`config.mk`:
```
export PLATFORM = sky130hd
export DESIGN_NAME = i2s_xmit_flat
export DESIGN_NICKNAME = d
export VERILOG_FILES = /design/src/rtl/i2s_pkg.sv /design/src/rtl/i2s_xmit_if.sv /design/src/rtl/i2s_bclk_gen.sv /design/src/rtl/i2s_xmit.sv /design/src/flat_wrapper.sv
export SDC_FILE = /design/constraint.sdc
export NUM_CORES = 1
export LEC_CHECK = 0
export CORE_MARGIN = 4
export CORE_UTILIZATION = 30
export DETAILED_ROUTE_END_ITERATION = 7
export PLACE_DENSITY = 0.56
export REMOVE_ABC_BUFFERS = 1
export SLEW_MARGIN = 25
export SYNTH_ARGS = -nofsm -noshare
export SYNTH_HDL_FRONTEND = slang
export SYNTH_SLANG_ARGS = --single-unit
```
`constraint.sdc`:
```
create_clock -name CLK -period 9.6 [get_ports CLK]
set_input_delay 1.44 -clock CLK [delete_from_list [all_inputs] [get_ports CLK]]
set_output_delay 1.44 -clock CLK [all_outputs]
set_load 0.05 [all_outputs]
```
`src/rtl/i2s_pkg.sv`:
```
// i2s_pkg: constants and helpers shared by the I2S transmit and receive paths.
//   DEF_SLOT_W / DEF_WORD_W  : default slot length (BCK cycles) and sample width
//   LEFT_CHANNEL / RIGHT_CHANNEL : LRC level for each channel
//   POS_DELAY_BIT / POS_FIRST_DATA / POS_LAST_DATA : positions within a slot
//   slot_phase()             : classifies a slot position as delay, data or pad
package i2s_pkg;

    localparam int DEF_SLOT_W = 32;
    localparam int DEF_WORD_W = 24;

    localparam logic LEFT_CHANNEL  = 1'b0;
    localparam logic RIGHT_CHANNEL = 1'b1;

    // Standard I2S: one delay bit after each LRC edge, then the word MSB-first.
    localparam int POS_DELAY_BIT  = 0;
    localparam int POS_FIRST_DATA = 1;
    localparam int POS_LAST_DATA  = POS_FIRST_DATA + DEF_WORD_W - 1;

    typedef enum logic [1:0] {
        PH_DELAY,
        PH_DATA,
        PH_PAD
    } slot_phase_t;

    // last_data is passed in so non-default word widths share the same rule.
    function automatic slot_phase_t slot_phase(input int pos, input int last_data);
        if (pos == POS_DELAY_BIT) begin
            return PH_DELAY;
        end
        if (pos >= POS_FIRST_DATA && pos <= last_data) begin
            return PH_DATA;
        end
        return PH_PAD;
    endfunction

endpackage

```
`src/rtl/i2s_xmit_if.sv`:
```
// i2s_xmit_if: sample handshake plus serial bus of the I2S transmitter.
//   left_in/right_in/in_valid : stereo pair offered by the mixer
//   in_ready                  : transmitter holding register is empty
//   frame_start/underrun      : per-frame status pulses
//   BCK/LRC/DATA_OUT          : I2S serial bus towards the DAC
// master = mixer side, slave = transmitter side.
interface i2s_xmit_if
    import i2s_pkg::*;
#(
    parameter int WORD_W = DEF_WORD_W
);
    logic signed [WORD_W-1:0] left_in;
    logic signed [WORD_W-1:0] right_in;
    logic                     in_valid;
    logic                     in_ready;
    logic                     frame_start;
    logic                     underrun;
    logic                     BCK;
    logic                     LRC;
    logic                     DATA_OUT;

    modport master (
        output left_in, right_in, in_valid,
        input  in_ready, frame_start, underrun, BCK, LRC, DATA_OUT
    );

    modport slave (
        input  left_in, right_in, in_valid,
        output in_ready, frame_start, underrun, BCK, LRC, DATA_OUT
    );
endinterface

```
`src/rtl/i2s_bclk_gen.sv`:
```
// i2s_bclk_gen: divides CLK by CLK_DIV into the registered bit clock.
//   CLK, RST  : system clock, asynchronous active-high reset
//   BCK       : registered bit clock, 0 after reset
//   fall_evt  : high for the one CLK cycle whose closing edge drives BCK 1->0
module i2s_bclk_gen
    import i2s_pkg::*;
#(
    parameter int CLK_DIV = 4
) (
    input  logic CLK,
    input  logic RST,
    output logic BCK,
    output logic fall_evt
);
    localparam int H     = CLK_DIV / 2;
    localparam int DIV_W = (H > 1) ? $clog2(H) : 1;
    localparam logic [DIV_W-1:0] DIV_LAST = DIV_W'(H - 1);

    logic [DIV_W-1:0] div;
    logic             wrap;

    assign wrap     = (div == DIV_LAST);
    // Strobe is decoded from current state so the consumer updates on the
    // very edge that lowers BCK.
    assign fall_evt = wrap && BCK;

    always_ff @(posedge CLK or posedge RST) begin
        if (RST) begin
            div <= '0;
            BCK <= 1'b0;
        end else if (wrap) begin
            div <= '0;
            BCK <= ~BCK;
        end else begin
            div <= div + 1'b1;
        end
    end
endmodule

```
`src/rtl/i2s_xmit.sv`:
```
// i2s_xmit: I2S master transmitter, stereo samples to DATA_OUT.
//   CLK, RST : system clock (256*fs), asynchronous active-high reset
//   bus      : slave side of i2s_xmit_if (sample handshake, status pulses,
//              BCK/LRC/DATA_OUT serial outputs, all registered)
// A one-entry holding register decouples the mixer from frame timing; it is
// transferred into the shift registers at every frame start.
module i2s_xmit
    import i2s_pkg::*;
#(
    parameter int CLK_DIV = 4,
    parameter int WORD_W  = DEF_WORD_W,
    parameter int SLOT_W  = DEF_SLOT_W
) (
    input  logic      CLK,
    input  logic      RST,
    i2s_xmit_if.slave bus
);
    localparam int POS_W     = $clog2(SLOT_W);
    localparam int CNT_W     = POS_W + 1;
    localparam int LAST_DATA = POS_FIRST_DATA + WORD_W - 1;
    // SLOT_W is a power of two, so all-ones is 2*SLOT_W-1.
    localparam logic [CNT_W-1:0] CNT_LAST = '1;

    logic                     bck;
    logic                     fall_evt;
    logic [CNT_W-1:0]         bit_cnt;
    logic [CNT_W-1:0]         bit_cnt_nxt;
    logic [POS_W-1:0]         pos_nxt;
    logic                     chan_nxt;
    slot_phase_t              phase_nxt;
    logic                     frame_evt;
    logic                     accept;
    logic                     full;
    logic signed [WORD_W-1:0] hold_l;
    logic signed [WORD_W-1:0] hold_r;
    logic signed [WORD_W-1:0] left_sr;
    logic signed [WORD_W-1:0] right_sr;
    logic                     lrc;
    logic                     data_out;
    logic                     frame_start;
    logic                     underrun;

    i2s_bclk_gen #(
        .CLK_DIV (CLK_DIV)
    ) u_bclk_gen (
        .CLK      (CLK),
        .RST      (RST),
        .BCK      (bck),
        .fall_evt (fall_evt)
    );

    // Counter wraps naturally at 2*SLOT_W.
    assign bit_cnt_nxt = bit_cnt + 1'b1;
    assign pos_nxt     = bit_cnt_nxt[POS_W-1:0];
    assign chan_nxt    = bit_cnt_nxt[POS_W];
    assign phase_nxt   = slot_phase(32'(pos_nxt), LAST_DATA);
    assign frame_evt   = fall_evt && (bit_cnt == CNT_LAST);
    assign accept      = bus.in_valid && !full;

    // full is a flop, so in_ready is a registered output.
    assign bus.in_ready    = !full;
    assign bus.BCK         = bck;
    assign bus.LRC         = lrc;
    assign bus.DATA_OUT    = data_out;
    assign bus.frame_start = frame_start;
    assign bus.underrun    = underrun;

    // Serialiser: everything moves on the BCK falling edge.
    always_ff @(posedge CLK or posedge RST) begin
        if (RST) begin
            bit_cnt     <= CNT_LAST;
            lrc         <= LEFT_CHANNEL;
            data_out    <= 1'b0;
            left_sr     <= '0;
            right_sr    <= '0;
            frame_start <= 1'b0;
            underrun    <= 1'b0;
        end else begin
            frame_start <= frame_evt;
            underrun    <= frame_evt && !full;
            if (fall_evt) begin
                bit_cnt  <= bit_cnt_nxt;
                lrc      <= chan_nxt;
                data_out <= 1'b0;
                if (frame_evt) begin
                    // Load sees the pre-edge state: an accept on this same
                    // edge is held for the following frame.
                    left_sr  <= full ? hold_l : '0;
                    right_sr <= full ? hold_r : '0;
                end else if (phase_nxt == PH_DATA) begin
                    if (chan_nxt == LEFT_CHANNEL) begin
                        data_out <= left_sr[WORD_W-1];
                        left_sr  <= {left_sr[WORD_W-2:0], 1'b0};
                    end else if (chan_nxt == RIGHT_CHANNEL) begin
                        data_out <= right_sr[WORD_W-1];
                        right_sr <= {right_sr[WORD_W-2:0], 1'b0};
                    end
                end
            end
        end
    end

    // Holding register occupancy.
    always_ff @(posedge CLK or posedge RST) begin
        if (RST) begin
            full <= 1'b0;
        end else if (frame_evt && full) begin
            full <= 1'b0;
        end else if (accept) begin
            full <= 1'b1;
        end
    end

    // Holding register data; only meaningful while full is set.
    always_ff @(posedge CLK) begin
        if (accept) begin
            hold_l <= bus.left_in;
            hold_r <= bus.right_in;
        end
    end
endmodule

```
`src/flat_wrapper.sv`:
```
// flat-port wrapper written by rule: the top's interface ports become plain ports
module i2s_xmit_flat import i2s_pkg::*;
#(
    parameter int CLK_DIV = 4,
    parameter int WORD_W  = DEF_WORD_W,
    parameter int SLOT_W  = DEF_SLOT_W
)
  (CLK, RST, bus_left_in, bus_right_in, bus_in_valid, bus_in_ready, bus_frame_start, bus_underrun, bus_BCK, bus_LRC, bus_DATA_OUT);
  i2s_xmit_if #(.WORD_W(WORD_W)) bus_i ();
  input  logic CLK;
  input  logic RST;
  input wire logic [$bits(bus_i.left_in)-1:0] bus_left_in;
  input wire logic [$bits(bus_i.right_in)-1:0] bus_right_in;
  input wire logic [$bits(bus_i.in_valid)-1:0] bus_in_valid;
  output wire logic [$bits(bus_i.in_ready)-1:0] bus_in_ready;
  output wire logic [$bits(bus_i.frame_start)-1:0] bus_frame_start;
  output wire logic [$bits(bus_i.underrun)-1:0] bus_underrun;
  output wire logic [$bits(bus_i.BCK)-1:0] bus_BCK;
  output wire logic [$bits(bus_i.LRC)-1:0] bus_LRC;
  output wire logic [$bits(bus_i.DATA_OUT)-1:0] bus_DATA_OUT;
  assign bus_i.left_in = bus_left_in;
  assign bus_i.right_in = bus_right_in;
  assign bus_i.in_valid = bus_in_valid;
  assign bus_in_ready = bus_i.in_ready;
  assign bus_frame_start = bus_i.frame_start;
  assign bus_underrun = bus_i.underrun;
  assign bus_BCK = bus_i.BCK;
  assign bus_LRC = bus_i.LRC;
  assign bus_DATA_OUT = bus_i.DATA_OUT;
  i2s_xmit #(.CLK_DIV(CLK_DIV), .WORD_W(WORD_W), .SLOT_W(SLOT_W)) u_core (.CLK(CLK), .RST(RST), .bus(bus_i));
endmodule
```
==> summary.txt, run 1 <==
Run status
  • Status: completed

STA
  • Fmax: between 0.3 and 0.4 GHz
  • Unrepaired setup endpoints after global routing: no
  • Number of hold violations in the final report: 0
  • Setup WS post-layout: 6.43 ns
  • Slew HR: 33.2%
  • Crit path time final: 3.17 ns
  • Skew final: 0.00906 ns
  • # setup viols final: 0
  • Max Slew Vio Count: 0
  • Crit share post-route: between 30% and 40%
  • Actual slew at the worst max-slew pin: between 1 and 1.5 ns
  • TNS Setup: 0 ns

GRT
  • GRT Total Usage: about a tenth
  • Vias in the first global route: between 2,000 and 3,000
  • Total gr overflow: 0
  • Global-route wire length before repair: between 10,000 and 15,000 um
  • Initial antenna violation count: 0
  • Largest net degree at the start of global routing: between 60 and 70

Logic synthesis
  • Seq cells post-synth: about 110
  • Synth Warn #: 0
  • Syn_area_per_cell: about 14 um2
  • Synth top area cells: edfxtp_1 (33%), dfrtp_1 (31%), mux2i_1 (11%), nand2_1 (4.6%), o21ai_1 (4.3%)
  • Seq/Total Area, Yosys: between 60% and 70%
  • Synth Flop Type: dfrtp_1
  • Cell taking the most area after synthesis: edfxtp_1
  • Mapped Area: between 0.004 and 0.005 mm2
  • Netlist cell types: 36
  • Post-synth ARST share: 56.0%
  • Number of flops mapped to enable cells by yosys: 48
  • Post-synthesis cell count: 324
  • Synth top area share: approximately a third

Floorplan
  • Die Footprint: approximately 0.017 mm2
  • Die span in y: about 130 um
  • Die Wd: 129 um
  • I/O pin count: between 50 and 60
  • Core area: ~0.014 mm2
  • Num rows: 44
  • Initial Util: a little under a third

Clock tree
  • Htree depth: 3
  • Clock Sinks: ~110
  • Post-CTS Resized: 0
  • Clock Latency Late Sink: roughly 0.35 ns
  • CTS Buf Count: 9
  • Root Buffer: clkbuf_16
  • Clk slew on worst S/H paths: 0.07 ns
  • Setup Fix Bufs, Post-CTS: 0
  • Hold buffers post-CTS: 0
  • Clk buf depth: 2
  • CTS tree: built

Power and ir drop
  • PwrDens: 162 mW/mm2
  • Worst vdd ir: 0.0915 mV
  • Pleak: 2.36 nW

Hold path
  • Hold depth: 2
  • Hold crit path type: flip-flop to flip-flop
  • HP Start: u_core.hold_l[11]
  • Min-Delay Endpoint: u_core.left_sr[11]

Setup path
  • Critical path class: flip-flop to output port
  • Crit Reg-Reg Startpoint: u_core.bit_cnt[0]
  • Reg2reg end: u_core.right_sr[3]
  • R2R cell count: 7
  • Worst EP required: about 8.2 ns
  • Startpoint types: flip-flop
  • Crit. End Element: output port
  • WP data arrival: 1.73 ns
  • Reg-to-reg setup timing slack: 6.87 ns
  • CP Max Fanout: 4

Detailed routing
  • Post-Route WL: 7490 um
  • Vias post-DR: approximately 2,500
  • DR pass1 iterations: 4
  • Initial DRC count: 90
  • Number of vias per cell: between 4 and 5
  • Final ANT Viol Nets: 0
  • Wire per inst: between 10 and 15 um
  • DRC viols: 0

Placed design
  • PortBufs: 56
  • Detailed placer's ending HPWL: 4850 um
  • RD Place Congestion: 0.692
  • Placed insts: 550
  • Placement Setup Slack: around 6.6 ns

Final layout
  • Final layout net count: between 400 and 500
  • # diodes: 0
  • Fraction of layout cells with a size suffix above 1: between 9 and 10%
  • Commonest non-fill, non-tap cell in the layout: clkdlybuf4s50_1
  • Leading cell types in the layout, fill and taps excluded: clkdlybuf4s50_1 (56), dfrtp_1 (55), nand2_1 (54)
  • Fin cells: 566
  • Final Core Density: 37.4%
  • Area growth syn-to-layout: 22.8%

Run
  • Max Cap Viol: 0
-- kinds of logic (layout without fill, tap and decap cells) --
family                   Yosys count  in the layout  share of synthesized area [%]
multiplexers                      47             47                           10.7
adder cells (fa/ha/maj)            3              3                          0.850
AND/OR/NAND/NOR                   76             76                           7.45
buffers and inverters             23             81                           3.43
AO/OA/AOI/OAI                     58             58                           8.22
XOR/XNOR                           8              8                           2.01
flip-flops                       109            109                           67.4
-- synth_stat cells, types with 2 or more instances --
cell	count
dfrtp_1	55
nand2_1	54
edfxtp_1	48
mux2i_1	47
o21ai_1	38
nor2_1	11
o21ai_0	11
clkbuf_1	9
dfstp_2	6
inv_1	5
xor2_1	4
ha_1	3
xnor2_1	3
a32o_1	2
buf_12	2
buf_2	2
buf_4	2
buf_8	2
nand3_2	2
nor2b_1	2
-- layer usage --
layer / wire (um) / global-route usage (%) / part of all wire, % / vias up
li1: - / - / - / 1249
met1: 3530 / 12.8 / 47 / 1183
met2: 3470 / 15.4 / 46 / 44
met3: 315 / 3.01 / 4.2 / 15
met4: 171 / 5.00 / 2.3 / 0
met5: 0 / 0 / 0 / -
-- final cells by class --
cell class | instances | area [um2]
clock buffers | 11 | 243
clock inverters | 5 | 50.0
fillers | 1389 | 9060
inverters | 6 | 22.5
multi-input cells | 192 | 1300
flip-flops and latches | 109 | 2980
well taps | 184 | 230
repair buffers | 59 | 596
-- report_power, final --
group	internal, mW	leakage (nW)	switching (mW)	total, mW
Clock	0.208	0.149	0.158	0.365
Sequential	0.487	1.25	0.0000000000000000794	0.487
Combinational	0.0180	0.962	0.00776	0.0257
Total	0.713	2.36	0.165	0.878
-- state kept, by name, indices dropped and copies added, names as in the netlist --
name,count
u_core.bit_cnt,6
u_core.bus.DATA_OUT,1
u_core.bus.LRC,1
u_core.bus.frame_start,1
u_core.bus.underrun,1
u_core.full,1
u_core.hold_l,24
u_core.hold_r,24
u_core.left_sr,24
u_core.right_sr,24
u_core.u_bclk_gen.BCK,1
u_core.u_bclk_gen.div,1
-- critical path, cell delays in order, from the launching register on --
cell	delay (ns)
dfrtp_1	0.43
inv_1	0.13
clkdlybuf4s50_1	0.82
-- metrics by stage --
stage | hold slack, ns | power (mW) | cell area [um2]
floorplan | 0.426 | 0.501 | 4290
global placement | 0.444 | 0.523 | 5110
detailed placement | 0.442 | 0.523 | 5130
CTS | 0.460 | 0.893 | 5420
global route | 0.477 | 0.913 | 5420
finish | 0.458 | 0.878 | 5420
-- worst max path at each step --
stage / startpoint / endpoint / slack [ns] / cells after the start
after floorplan: bus_in_valid / u_core.hold_l[0] / 5.57 / 1
after global placement: bus_in_valid / u_core.hold_l[13] / 6.63 / 3
after detailed placement: bus_in_valid / u_core.hold_l[13] / 6.60 / 3
after CTS: u_core.full / bus_in_ready / 6.40 / 2
after global routing: u_core.full / bus_in_ready / 6.36 / 2
final: u_core.full / bus_in_ready / 6.43 / 2
No activity file was read; power rests on OpenSTA's default activity.
==> run 2: changes to the inputs <==
==> constraint.sdc (replaced) <==
create_clock -name CLK -period 3.2 [get_ports CLK]
set_input_delay 0.48 -clock CLK [delete_from_list [all_inputs] [get_ports CLK]]
set_output_delay 0.48 -clock CLK [all_outputs]
set_load 0.05 [all_outputs]
==> summary.txt, run 2 (synthesis gave the netlist of run 1 again) <==
Hold path
  • Min-Delay Endpoint: u_core.right_sr[7]
  • HP Start: u_core.hold_r[7]
  • Hold crit path type: flip-flop to flip-flop
  • Hold depth: 2 (unchanged)

Floorplan
  • Num rows: 44 (unchanged)
  • Core area: 0.0145 mm2 (unchanged)
  • Die Wd: 129 um (unchanged)
  • Initial Util: 30.5% (unchanged)
  • I/O pin count: 57 (unchanged)
  • Die span in y: 129 um (unchanged)
  • Die Footprint: 0.0167 mm2 (unchanged)

GRT
  • Largest net degree at the start of global routing: 50 (-19%)
  • Total gr overflow: 0 (unchanged)
  • Global-route wire length before repair: 12,700 um (-0.70%)
  • GRT Total Usage: 9.72% (-0.24 points)
  • Initial antenna violation count: 0 (unchanged)
  • Vias in the first global route: 2,719 (+2.0%)

Setup path
  • Startpoint types: flip-flop
  • Worst EP required: 3.39 ns (-4.77 ns)
  • Critical path class: flip-flop to flip-flop
  • Crit Reg-Reg Startpoint: u_core.bit_cnt[0]
  • Crit path from: u_core.bit_cnt[0]
  • Reg2reg end: u_core.left_sr[11]
  • R2R cell count: 7 (unchanged)
  • WP data arrival: 2.85 ns (+1.12 ns)
  • Crit. End Element: flip-flop
  • CP Max Fanout: 24 (+20)
  • Reg-to-reg setup timing slack: 0.53 ns (-6.34 ns)

STA
  • Actual slew at the worst max-slew pin: 0.995 ns (-0.00653 ns)
  • Skew final: 0.00592 ns (-0.00314 ns)
  • TNS Setup: 0 ns (unchanged)
  • Max Slew Vio Count: 0 (unchanged)
  • Crit share post-route: between 80% and 90%
  • Slew HR: 33.3% (+0.12 points)
  • Fmax: about 0.38 GHz
  • WHS: 0.460 ns (+0.00259 ns)
  • Number of hold violations in the final report: 0 (unchanged)
  • Crit path time final: roughly 2.7 ns
  • Setup WS post-layout: 0.533 ns (-5.89 ns)
  • Unrepaired setup endpoints after global routing: no
  • # setup viols final: 0 (unchanged)

Final layout
  • Final layout net count: 432 (+0.23%)
  • Fin cells: 567 (+0.18%)
  • Fill count: 1,370 (-1.4%)
  • Leading cell types in the layout, fill and taps excluded: clkdlybuf4s50_1 (56), dfrtp_1 (55), nand2_1 (54)
  • Area growth syn-to-layout: 23.6%
  • Final Core Density: 37.7% (+0.25 points)
  • Commonest non-fill, non-tap cell in the layout: clkdlybuf4s50_1
  • # diodes: 0 (unchanged)
  • Fraction of layout cells with a size suffix above 1: 9.92% (-0.026 points)
  • Final Cell Area: 0.00546 mm2 (+0.67%)

Detailed routing
  • Number of vias per cell: 4.39 (-0.22%)
  • Post-Route WL: 7480 um (-0.13%)
  • Final ANT Viol Nets: 0 (unchanged)
  • Initial DRC count: 112 (+24%)
  • Wire per inst: 13.2 um (-0.31%)
  • DRC viols: 0 (unchanged)
  • DR pass1 iterations: 4 (unchanged)
  • Vias post-DR: 2,490 (-0.040%)

Placed design
  • Placed insts: 551 (+0.18%)
  • RD Place Congestion: 0.661 (-4.4%)
  • Detailed placer's ending HPWL: 4920 um (+1.4%)
  • Placement Setup Slack: 0.508 ns (-6.09 ns)
  • DP Area: 0.00515 mm2 (+0.39%)
  • PortBufs: 56 (unchanged)

Power and ir drop
  • PwrDens: 485 mW/mm2 (+200%)
  • NetSw: 0.484 mW (+190%)
  • Pleak: 2.37 nW (+0.37%)
  • Clock power frac: 41.7% (about the same)
  • Pint: 2.16 mW (+200%)
  • Sequential share of power: 55.3% (-0.2 points)
  • Total power: 2.64 mW (+200%)
  • Switching portion of total power: 18.3% (-0.54 points)
  • Combinational power share: 3.0% (about the same)
  • Worst vdd ir: 0.215 mV (+130%)

Clock tree
  • CTS Buf Count: 9 (unchanged)
  • Post-CTS Resized: 0 (unchanged)
  • Clock Sinks: 109 (unchanged)
  • CTS tree: built
  • Clk buf depth: 2 (unchanged)
  • Clk slew on worst S/H paths: 0.06 ns (about the same)
  • Root Buffer: clkbuf_16
  • Htree depth: 3 (unchanged)
  • Hold buffers post-CTS: 0 (unchanged)
  • Setup Fix Bufs, Post-CTS: 0 (unchanged)
  • Clock Latency Late Sink: 0.33 ns (-0.02 ns)

Run
  • Max Cap Viol: 0 (unchanged)

Run status
  • Status: completed
==> run 2: cell types whose count changed in the layout (fill, tap and decap cells not counted) <==
| cell | change |
|---|---|
| clkinv_2 | -3 |
| clkbuf_16 | +2 |
| buf_12 | +1 |
| bufinv_16 | -1 |
| clkbuf_1 | +1 |
| clkinvlp_4 | +1 |
==> run 2: area by class of cell <==
type / instances / area (um2) / share of cell area, %
repair buffers: 60 / 616 / 11.3
flip-flops and latches: 109 / 2980 / 54.5
well taps: 184 / 230 / 4.22
clock inverters: 2 / 12.5 / 0.229
clock buffers: 14 / 297 / 5.43
multi-input cells: 192 / 1300 / 23.9
inverters: 6 / 22.5 / 0.413
==> run 2: worst max-delay path, stage by stage (launching register included) <==
cell and delay [ns]:
dfstp_2 0.57, ha_1 0.30, nand2_1 0.08, o31ai_1 0.23, a22oi_2 0.15, o211ai_4 0.80
mux2i_1 0.29, o21ai_1 0.08
==> run 2: worst max-delay path by stage <==
stage | end | slack, ns | cells past startpoint
floorplan | u_core.hold_l[0] | 0.13 | 1
global placement | u_core.left_sr[13] | 0.60 | 7
detailed placement | u_core.left_sr[5] | 0.51 | 7
CTS | u_core.left_sr[11] | 0.52 | 7
global route | u_core.left_sr[21] | 0.24 | 7
finish | u_core.left_sr[11] | 0.53 | 7
==> run 2: per-layer routing <==
| layer | share of wire (%) | global-route usage, % | wire length, um |
|---|---|---|---|
| met1 | 47 | 12.5 | 3510 |
| met2 | 47 | 15.5 | 3540 |
| met3 | 4.1 | 3.01 | 310 |
| met4 | 1.5 | 3.52 | 112 |
| met5 | 0 | 0 | 0 |
==> run 2: power groups by stage <==
stage	registers, mW	clock network (mW)	logic [mW]
after floorplan	1.49	0	0.0114
after global placement	1.49	0	0.0807
after detailed placement	1.49	0	0.0813
after CTS	1.46	1.15	0.0821
after global routing	1.46	1.20	0.0870
final	1.46	1.10	0.0791
==> run 3: changes to the inputs <==
==> constraint.sdc (replaced) <==
create_clock -name CLK -period 2.7 [get_ports CLK]
set_input_delay 0.405 -clock CLK [delete_from_list [all_inputs] [get_ports CLK]]
set_output_delay 0.405 -clock CLK [all_outputs]
set_load 0.05 [all_outputs]
==> summary.txt, run 3 (synthesis gave the netlist of run 1 again) <==
Run status
  • Status: completed

Floorplan
  • Die span in y: 129 um (unchanged)
  • I/O pin count: 57 (unchanged)
  • Core area: 0.0145 mm2 (unchanged)
  • Initial Util: 30.5% (unchanged)
  • Die Footprint: 0.0167 mm2 (unchanged)
  • Die Wd: 129 um (unchanged)
  • Num rows: 44 (unchanged)

GRT
  • GRT Total Usage: 10.4% (+0.65 points)
  • Global-route wire length before repair: 13,500 um (+5.8%)
  • Vias in the first global route: 2,749 (+1.1%)
  • Initial antenna violation count: 0 (unchanged)
  • Largest net degree at the start of global routing: 35 (-30%)
  • Total gr overflow: 0 (unchanged)

STA
  • Max Slew Vio Count: 0 (unchanged)
  • # setup viols final: 0 (unchanged)
  • Crit path time final: 2.40 ns (-0.271 ns)
  • Unrepaired setup endpoints after global routing: no
  • Crit share post-route: 88.7% (+5.4 points)
  • Fmax: 0.417 GHz (+11%)
  • Number of hold violations in the final report: 0 (unchanged)
  • Skew final: 0.00904 ns (+0.00312 ns)
  • WHS: 0.453 ns (-0.00698 ns)
  • Slew HR: 58.7% (+25 points)
  • Actual slew at the worst max-slew pin: 0.619 ns (-0.376 ns)

Power and ir drop
  • Clock power frac: 39.7% (-2.0 points)
  • Total power: 3.03 mW (+15%)
  • Worst vdd ir: 0.294 mV (+37%)
  • Pint: 2.45 mW (+13%)
  • Sequential share of power: 57.2% (+1.9 points)
  • Switching portion of total power: 19.0% (+0.73 points)
  • NetSw: 0.576 mW (+19%)
  • Combinational power share: 3.1% (about the same)
  • Pleak: 2.38 nW (+0.42%)
  • PwrDens: 551 mW/mm2 (+14%)

Final layout
  • Final Core Density: 37.9% (+0.25 points)
  • Reg area: 0.00298 mm2 (unchanged)
  • # diodes: 0 (unchanged)
  • Commonest non-fill, non-tap cell in the layout: clkdlybuf4s50_1
  • Leading cell types in the layout, fill and taps excluded: clkdlybuf4s50_1 (56), dfrtp_1 (55), nand2_1 (54)
  • Area growth syn-to-layout: 24.4%
  • Final layout net count: 436 (+0.93%)
  • Final Cell Area: 0.00549 mm2 (+0.67%)
  • Fill count: 1,410 (+2.9%)
  • Fraction of layout cells with a size suffix above 1: 10.1% (+0.16 points)
  • Multi-input logic area: 0.00133 mm2 (+1.6%)
  • Fin cells: 571 (+0.71%)

Detailed routing
  • Initial DRC count: 125 (+12%)
  • Number of vias per cell: 4.46 (+1.5%)
  • Vias post-DR: 2,546 (+2.2%)
  • DRC viols: 0 (unchanged)
  • DR pass1 iterations: 4 (unchanged)
  • Wire per inst: 13.8 um (+4.6%)
  • Final ANT Viol Nets: 0 (unchanged)
  • Post-Route WL: 7870 um (+5.3%)

Clock tree
  • Root Buffer: clkbuf_16
  • Clk buf depth: 2 (unchanged)
  • Setup Fix Bufs, Post-CTS: 0 (unchanged)
  • Clock Latency Late Sink: 0.35 ns (+0.02 ns)
  • Clock Sinks: 109 (unchanged)
  • CTS Buf Count: 9 (unchanged)
  • CTS tree: built
  • Htree depth: 3 (unchanged)
  • Clk slew on worst S/H paths: 0.07 ns (about the same)

Placed design
  • DP Area: 0.00521 mm2 (+1.2%)
  • Placed insts: 554 (+0.54%)
  • RD Place Congestion: 0.712 (+7.7%)
  • Detailed placer's ending HPWL: 5300 um (+7.7%)
  • PortBufs: 56 (unchanged)

Setup path
  • Startpoint types: flip-flop
  • Critical path class: flip-flop to flip-flop
  • Worst EP required: 2.93 ns (-0.46 ns)
  • Crit. End Element: flip-flop
  • WP data arrival: 2.63 ns (-0.22 ns)
  • CP Max Fanout: 24 (unchanged)

Run
  • Max Cap Viol: 0 (unchanged)

Hold path
  • Hold crit path type: flip-flop to flip-flop
run 3: worst paths after layout:
kind                              startpoint                     end  slack, ns  depth (start not counted)
min reg2reg                 u_core.hold_r[1]      u_core.right_sr[1]       0.45                          2
min                         u_core.hold_r[1]      u_core.right_sr[1]       0.45                          2
min in group asynchronous                RST          u_core.bus.LRC       0.47                          2
max                        u_core.bit_cnt[0]      u_core.right_sr[3]       0.30                          8
max in group asynchronous                RST  u_core.bus.frame_start       1.63                          3
max reg2reg                u_core.bit_cnt[0]      u_core.right_sr[3]       0.30                          8
run 3: cell type report:
class / count / area share (%)
sequential: 109 / 54.2
multi-input combinational: 193 / 24.1
timing repair buffer: 63 / 12.3
clock buffer: 15 / 4.69
tap: 184 / 4.19
inverter: 6 / 0.410
clock inverter: 1 / 0.114
run 3: layer usage:
layer  GRT usage (%)  vias to the layer above  wire length [um]
li1                -                     1266                 -
met1            13.4                     1224              3750
met2            16.1                       45              3640
met3            2.68                       11               303
met4            5.37                        0               186
met5               0                        -                 0
run 3: power groups by stage:
stage / logic (mW) / registers [mW] / clock network, mW
floorplan: 0.0135 / 1.77 / 0
global placement: 0.0961 / 1.77 / 0
detailed placement: 0.0971 / 1.77 / 0
CTS: 0.0976 / 1.73 / 1.25
global route: 0.104 / 1.73 / 1.32
finish: 0.0938 / 1.73 / 1.20
run 3: through the flow:
step	TNS [ns]	setup WS (ns)
after floorplan	-30.59	-0.322
after global routing	0	0.136
after detailed placement	0	0.0912
after CTS	0	0.0655
final	0	0.304
after global placement	0	0.186
run 3: worst max-delay path, stage by stage, from the launching register on:
cell and delay [ns]:
dfstp_2 0.57, inv_1 0.08, ha_1 0.31, nor3_1 0.25, o2111ai_2 0.29, o2111ai_4 0.23, buf_12 0.23, mux2i_1 0.23
o21ai_1 0.07
run 3: timing repair:
item                                    CTS  global route
gates resized for setup                   0             1
endpoints found under the setup margin    0            23
hold buffers                              0             0
